$ cat config.mk
export PLATFORM = sky130hd
export DESIGN_NAME = register_file
export DESIGN_NICKNAME = d
export VERILOG_FILES = /design/src/rtl/register_file.sv
export SDC_FILE = /design/constraint.sdc
export NUM_CORES = 2
export LEC_CHECK = 0
export BUFFER_PORTS_ARGS = -buffer_cell sky130_fd_sc_hd__buf_2
export CAP_MARGIN = 20
export CORE_ASPECT_RATIO = 1.25
export CORE_MARGIN = 2
export CORE_UTILIZATION = 35
export DETAILED_ROUTE_END_ITERATION = 8
export SYNTH_ARGS = -nofsm -noshare
export SYNTH_HDL_FRONTEND = slang
export SYNTH_SLANG_ARGS = --single-unit
$ cat constraint.sdc
create_clock -name clk_in -period 4.88 [get_ports clk_in]
set_input_delay 0.976 -clock clk_in [delete_from_list [all_inputs] [get_ports clk_in]]
set_output_delay 0.976 -clock clk_in [all_outputs]
set_load 0.01 [all_outputs]
$ cat src/rtl/register_file.sv
// Architectural register file x0..x31 with per-register ROB rename tags.
// Reads are combinational with a commit bypass; issue, commit and flush update state on the clock.
module register_file #(
    parameter int ROB_INDEX_BIT = 4
) (
    input  logic                     clk_in,
    input  logic                     rst_in,
    input  logic                     rdy_in,
    input  logic                     clear_in,

    input  logic                     iss_valid,
    input  logic [4:0]               iss_rd,
    input  logic [ROB_INDEX_BIT-1:0] iss_rob_id,

    input  logic [4:0]               cm_rd,
    input  logic [31:0]              cm_val,
    input  logic [ROB_INDEX_BIT-1:0] cm_rob_id,

    input  logic [4:0]               rs1_addr,
    output logic [31:0]              rs1_val,
    output logic                     rs1_busy,
    output logic [ROB_INDEX_BIT-1:0] rs1_tag,

    input  logic [4:0]               rs2_addr,
    output logic [31:0]              rs2_val,
    output logic                     rs2_busy,
    output logic [ROB_INDEX_BIT-1:0] rs2_tag
);

    logic [31:0]              val_q [32];
    logic [ROB_INDEX_BIT-1:0] tag_q [32];
    logic [31:0]              busy_q;

    logic cm_active;
    logic cm_tag_match;
    logic iss_active;

    assign cm_active    = (cm_rd != 5'd0);
    assign cm_tag_match = busy_q[cm_rd] && (tag_q[cm_rd] == cm_rob_id);
    assign iss_active   = iss_valid && (iss_rd != 5'd0);

    // Later assignments win: an issue to the same register overrides the commit's busy clear.
    always_ff @(posedge clk_in or negedge rst_in) begin
        if (!rst_in) begin
            busy_q <= '0;
            for (int i = 0; i < 32; i++) begin
                val_q[i] <= '0;
                tag_q[i] <= '0;
            end
        end else if (rdy_in) begin
            if (cm_active) begin
                val_q[cm_rd] <= cm_val;
                if (cm_tag_match) begin
                    busy_q[cm_rd] <= 1'b0;
                end
            end
            if (clear_in) begin
                busy_q <= '0;
            end else if (iss_active) begin
                busy_q[iss_rd] <= 1'b1;
                tag_q[iss_rd]  <= iss_rob_id;
            end
        end
    end

    always_comb begin
        rs1_val  = val_q[rs1_addr];
        rs1_busy = busy_q[rs1_addr];
        rs1_tag  = tag_q[rs1_addr];
        if (rs1_addr == 5'd0) begin
            rs1_val  = '0;
            rs1_busy = 1'b0;
            rs1_tag  = '0;
        end else if (cm_active && (cm_rd == rs1_addr) && cm_tag_match) begin
            rs1_val  = cm_val;
            rs1_busy = 1'b0;
        end
    end

    always_comb begin
        rs2_val  = val_q[rs2_addr];
        rs2_busy = busy_q[rs2_addr];
        rs2_tag  = tag_q[rs2_addr];
        if (rs2_addr == 5'd0) begin
            rs2_val  = '0;
            rs2_busy = 1'b0;
            rs2_tag  = '0;
        end else if (cm_active && (cm_rd == rs2_addr) && cm_tag_match) begin
            rs2_val  = cm_val;
            rs2_busy = 1'b0;
        end
    end

endmodule

==> run metrics <==
R2R cell count=9; Synth warnings=0; PD cells=398 mW/mm^2; status=complete, no violations; Gate Count Post-Synth=slightly above 4,000; DIE AREA=approximately 0.19 sq mm; Worst-Skew Late Latency=between 0.8 and 0.9 ns; Initial Utilization=a little over a third; Remaining DRCs=0; Comb power frac=a little over a fifth; most frequent cells in the layout=1,184 x dfrtp_1, 1,118 x mux2_2, 756 x mux4_2; Pins Over Slew Limit=0; Max-Cap Viols=0; r2r endpoint=busy_q[21]; io pins=roughly 140; sequential element share of the synthesized area=a little under half; Final min period=4.87 ns; vias in the first global route=~43,000; Fill cells=~17,000; CP Launch Point=cm_rd[0]; routability cong.=approximately 0.92; register area=approximately 0.030 sq mm; EDFF count, synth=0; met2 Use GR=a little over a third; CP Capture Point=rs1_val[8]; layout cells sized above 1=60.3%; most used routing layer=met2; chip width=between 300 and 400 microns; Peak supply drop=approximately 0.30 mV; FF+latch count, synth=approximately 1,200; first-pass GRT wire length=roughly 300,000 microns; nets=4,162; core area=0.184 sq mm; Synthesized Nets=slightly above 4,000; CTS clock-pin slew for the worst setup and hold paths=approximately 0.060 ns; P&R area growth vs syn=15.2%; Top FF cell, synth=dfrtp_1; Critical Path AT=between 3 and 4 ns; crit path capture type=primary output; Critical Path RT=a little under 4 ns; commonest non-fill, non-tap cell in the layout=dfrtp_1; CTS max path bufs=3; Clk pwr share=between 30% and 40%; Net Sw Frac=27.3%; Final period util=around 100%; 1st-pass router iterations=8; DRT iter0 DRCs=~3,600; Setup Skew=0.0594 ns; R2R Setup Slk=approximately 1.7 ns; Crit Path Class=input pin to primary output; Detailed Route WL=210,000 microns; Die H=roughly 490 microns; CP startpoint kind=input pin; Hold Buf Count CTS=0; Final Setup Violations=0; Cell variety after synth=between 40 and 50; Final ANT Viol Nets=0; CTS tree=yes; Reg power frac=between 40% and 50%; row count=roughly 180; multi-input combinational cell area=around 0.034 sq mm; H-tree depth=4; Final Hold Fails=0; GRT Total Usage=22.3%; Post-DP HPWL=between 100,000 and 150,000 microns; fmax=around 210 MHz; max_slew headroom=between 20% and 30%; initial antenna violation count=11; Leak=roughly 32 nW; grt total ovfl=0; setup TNS=0 ns; Hold Path Class=input pin to async pin; critical-path maximum fanout=15; dpl cells=6,351; Int Pwr=between 20 and 25 mW; worst-margin pin slew=about 1.1 ns; Post-Syn Area=between 0.06 and 0.07 sq mm; met1 GRT Util=around 31%; clk sink count=about 1,200; clock tree root buffer cell=clkbuf_16; IO Port Bufs=approximately 140; met3 usage=under 10%; hold slack=roughly 0.13 ns; Avg Vias per Cell=~6; Crit Reg-Reg Startpoint=tag_q[37]; Psw=8.13 mW; WL/cell=roughly 32 microns; Synth Area per Inst=15.9 sq um; total number of vias=~41,000; largest net degree at the start of global routing=approximately 160; non-filler instance count after layout=roughly 6,600; CTS Buf Count=between 100 and 150; asr flop ratio synth=between 90% and 100%
[synthesized netlist by cell type (3+ instances only)]
library cell	number	area share [%]
or4b_1	3	0.046
xor2_1	8	0.11
a22oi_1	4	0.046
or3_1	3	0.029
nand3_1	4	0.031
a31o_1	7	0.095
or4_1	14	0.16
o21ai_0	9	0.069
buf_4	5	0.058
and2_1	4	0.039
buf_1	102	0.59
o41ai_1	64	0.86
and3_1	6	0.058
dfrtp_1	1184	46
nor2b_1	4	0.039
mux4_2	756	26
buf_2	21	0.16
nor2_1	42	0.24
nand2b_1	3	0.029
clkbuf_1	353	2.0
nor3_1	10	0.077
a21oi_1	64	0.49
o311ai_0	22	0.30
nor4_1	4	0.039
nand3b_1	3	0.035
and3b_1	4	0.054
inv_1	4	0.023
mux2_2	1118	19
nor3b_1	6	0.069
nand2_1	60	0.35
o22ai_1	25	0.24
nand4b_1	7	0.095
mux2i_1	120	1.9
or4bb_1	6	0.10
nand4_1	3	0.029
[state kept, by name (all words and copies together), names as in the netlist]
| signal | cells |
|---|---|
| tag_q | 128 |
| busy_q | 32 |
| val_q | 1024 |
[worst min-delay path by stage]
stage               slack, ns  cells after the start        start           to
floorplan                0.44                      1  val_q[1000]  val_q[1000]
global placement         0.38                      0   val_q[993]   val_q[993]
detailed placement       0.38                      0  val_q[1013]  val_q[1013]
CTS                      0.13                      1       rst_in   val_q[546]
global route             0.15                      1       rst_in   val_q[546]
finish                   0.13                      1       rst_in   val_q[546]
[logic make-up (layout without fill, tap and decap cells)]
family | after synthesis | in the layout | synth area share (%)
XOR/XNOR | 9 | 9 | 0.122
other | 0 | 4 | 0
flip-flops | 1184 | 1184 | 45.7
multiplexers | 1994 | 1994 | 47.5
AO/OA/AOI/OAI | 204 | 204 | 2.22
buffers and inverters | 486 | 627 | 2.89
AND/OR/NAND/NOR | 189 | 189 | 1.56
[cell type report]
cell class	instances	share of cell area, %
Antenna cell	4	0.0134
Clock buffer	201	5.49
Clock inverter	48	0.831
Inverter	4	0.0201
Multi-Input combinational cell	2396	45.2
Sequential cell	1184	39.7
Tap cell	2403	4.02
Timing Repair Buffer	374	4.79
[per-stage QoR]
step                      worst slack [ns]  instance area (sq um)  power, mW  utilization [%]
after CTS                           0.0331                  74500       30.0             40.5
final                               0.0110                  74700       29.8             40.6
after detailed placement            -0.312                  69700       19.1             37.8
after global routing               -0.0209                  74700       31.0             40.6
after floorplan                      0.430                  64900       16.9                -
after global placement              -0.239                  69700       18.9             37.8
[routing by layer]
| layer | wire length [microns] | part of all wire [%] |
|---|---|---|
| met4 | 7810 | 3.7 |
| met1 | 88900 | 42 |
| met5 | 18 | 0.0086 |
| met3 | 13900 | 6.7 |
| met2 | 98900 | 47 |
[power by group through the flow]
stage | logic, mW | registers, mW | clock network [mW]
2_1_floorplan | 4.46 | 12.4 | 0
3_3_place_gp | 6.11 | 12.8 | 0
3_5_place_dp | 6.22 | 12.9 | 0
4_1_cts | 6.24 | 12.7 | 11.0
5_1_grt | 6.60 | 13.0 | 11.4
6_report | 6.21 | 12.8 | 10.8
[critical path, cell delays in order]
cell       delay [ns]
buf_6            0.15
buf_4            0.17
or4b_1           0.61
o22ai_2          0.24
nor4_2           0.07
a21boi_1         0.16
buf_4            0.15
o2111ai_4        0.22
or3_4            0.47
buf_4            0.16
buf_12           0.16
a21oi_1          0.17
buf_2            0.16
[timing repair]
action	4_1_cts	5_1_grt
setup buffers	5	3
pin swaps	2	3
setup endpoints to repair	66	66
cloned	1	1
resized for setup	12	20
Note: power is estimated with default switching activity, not from simulation.
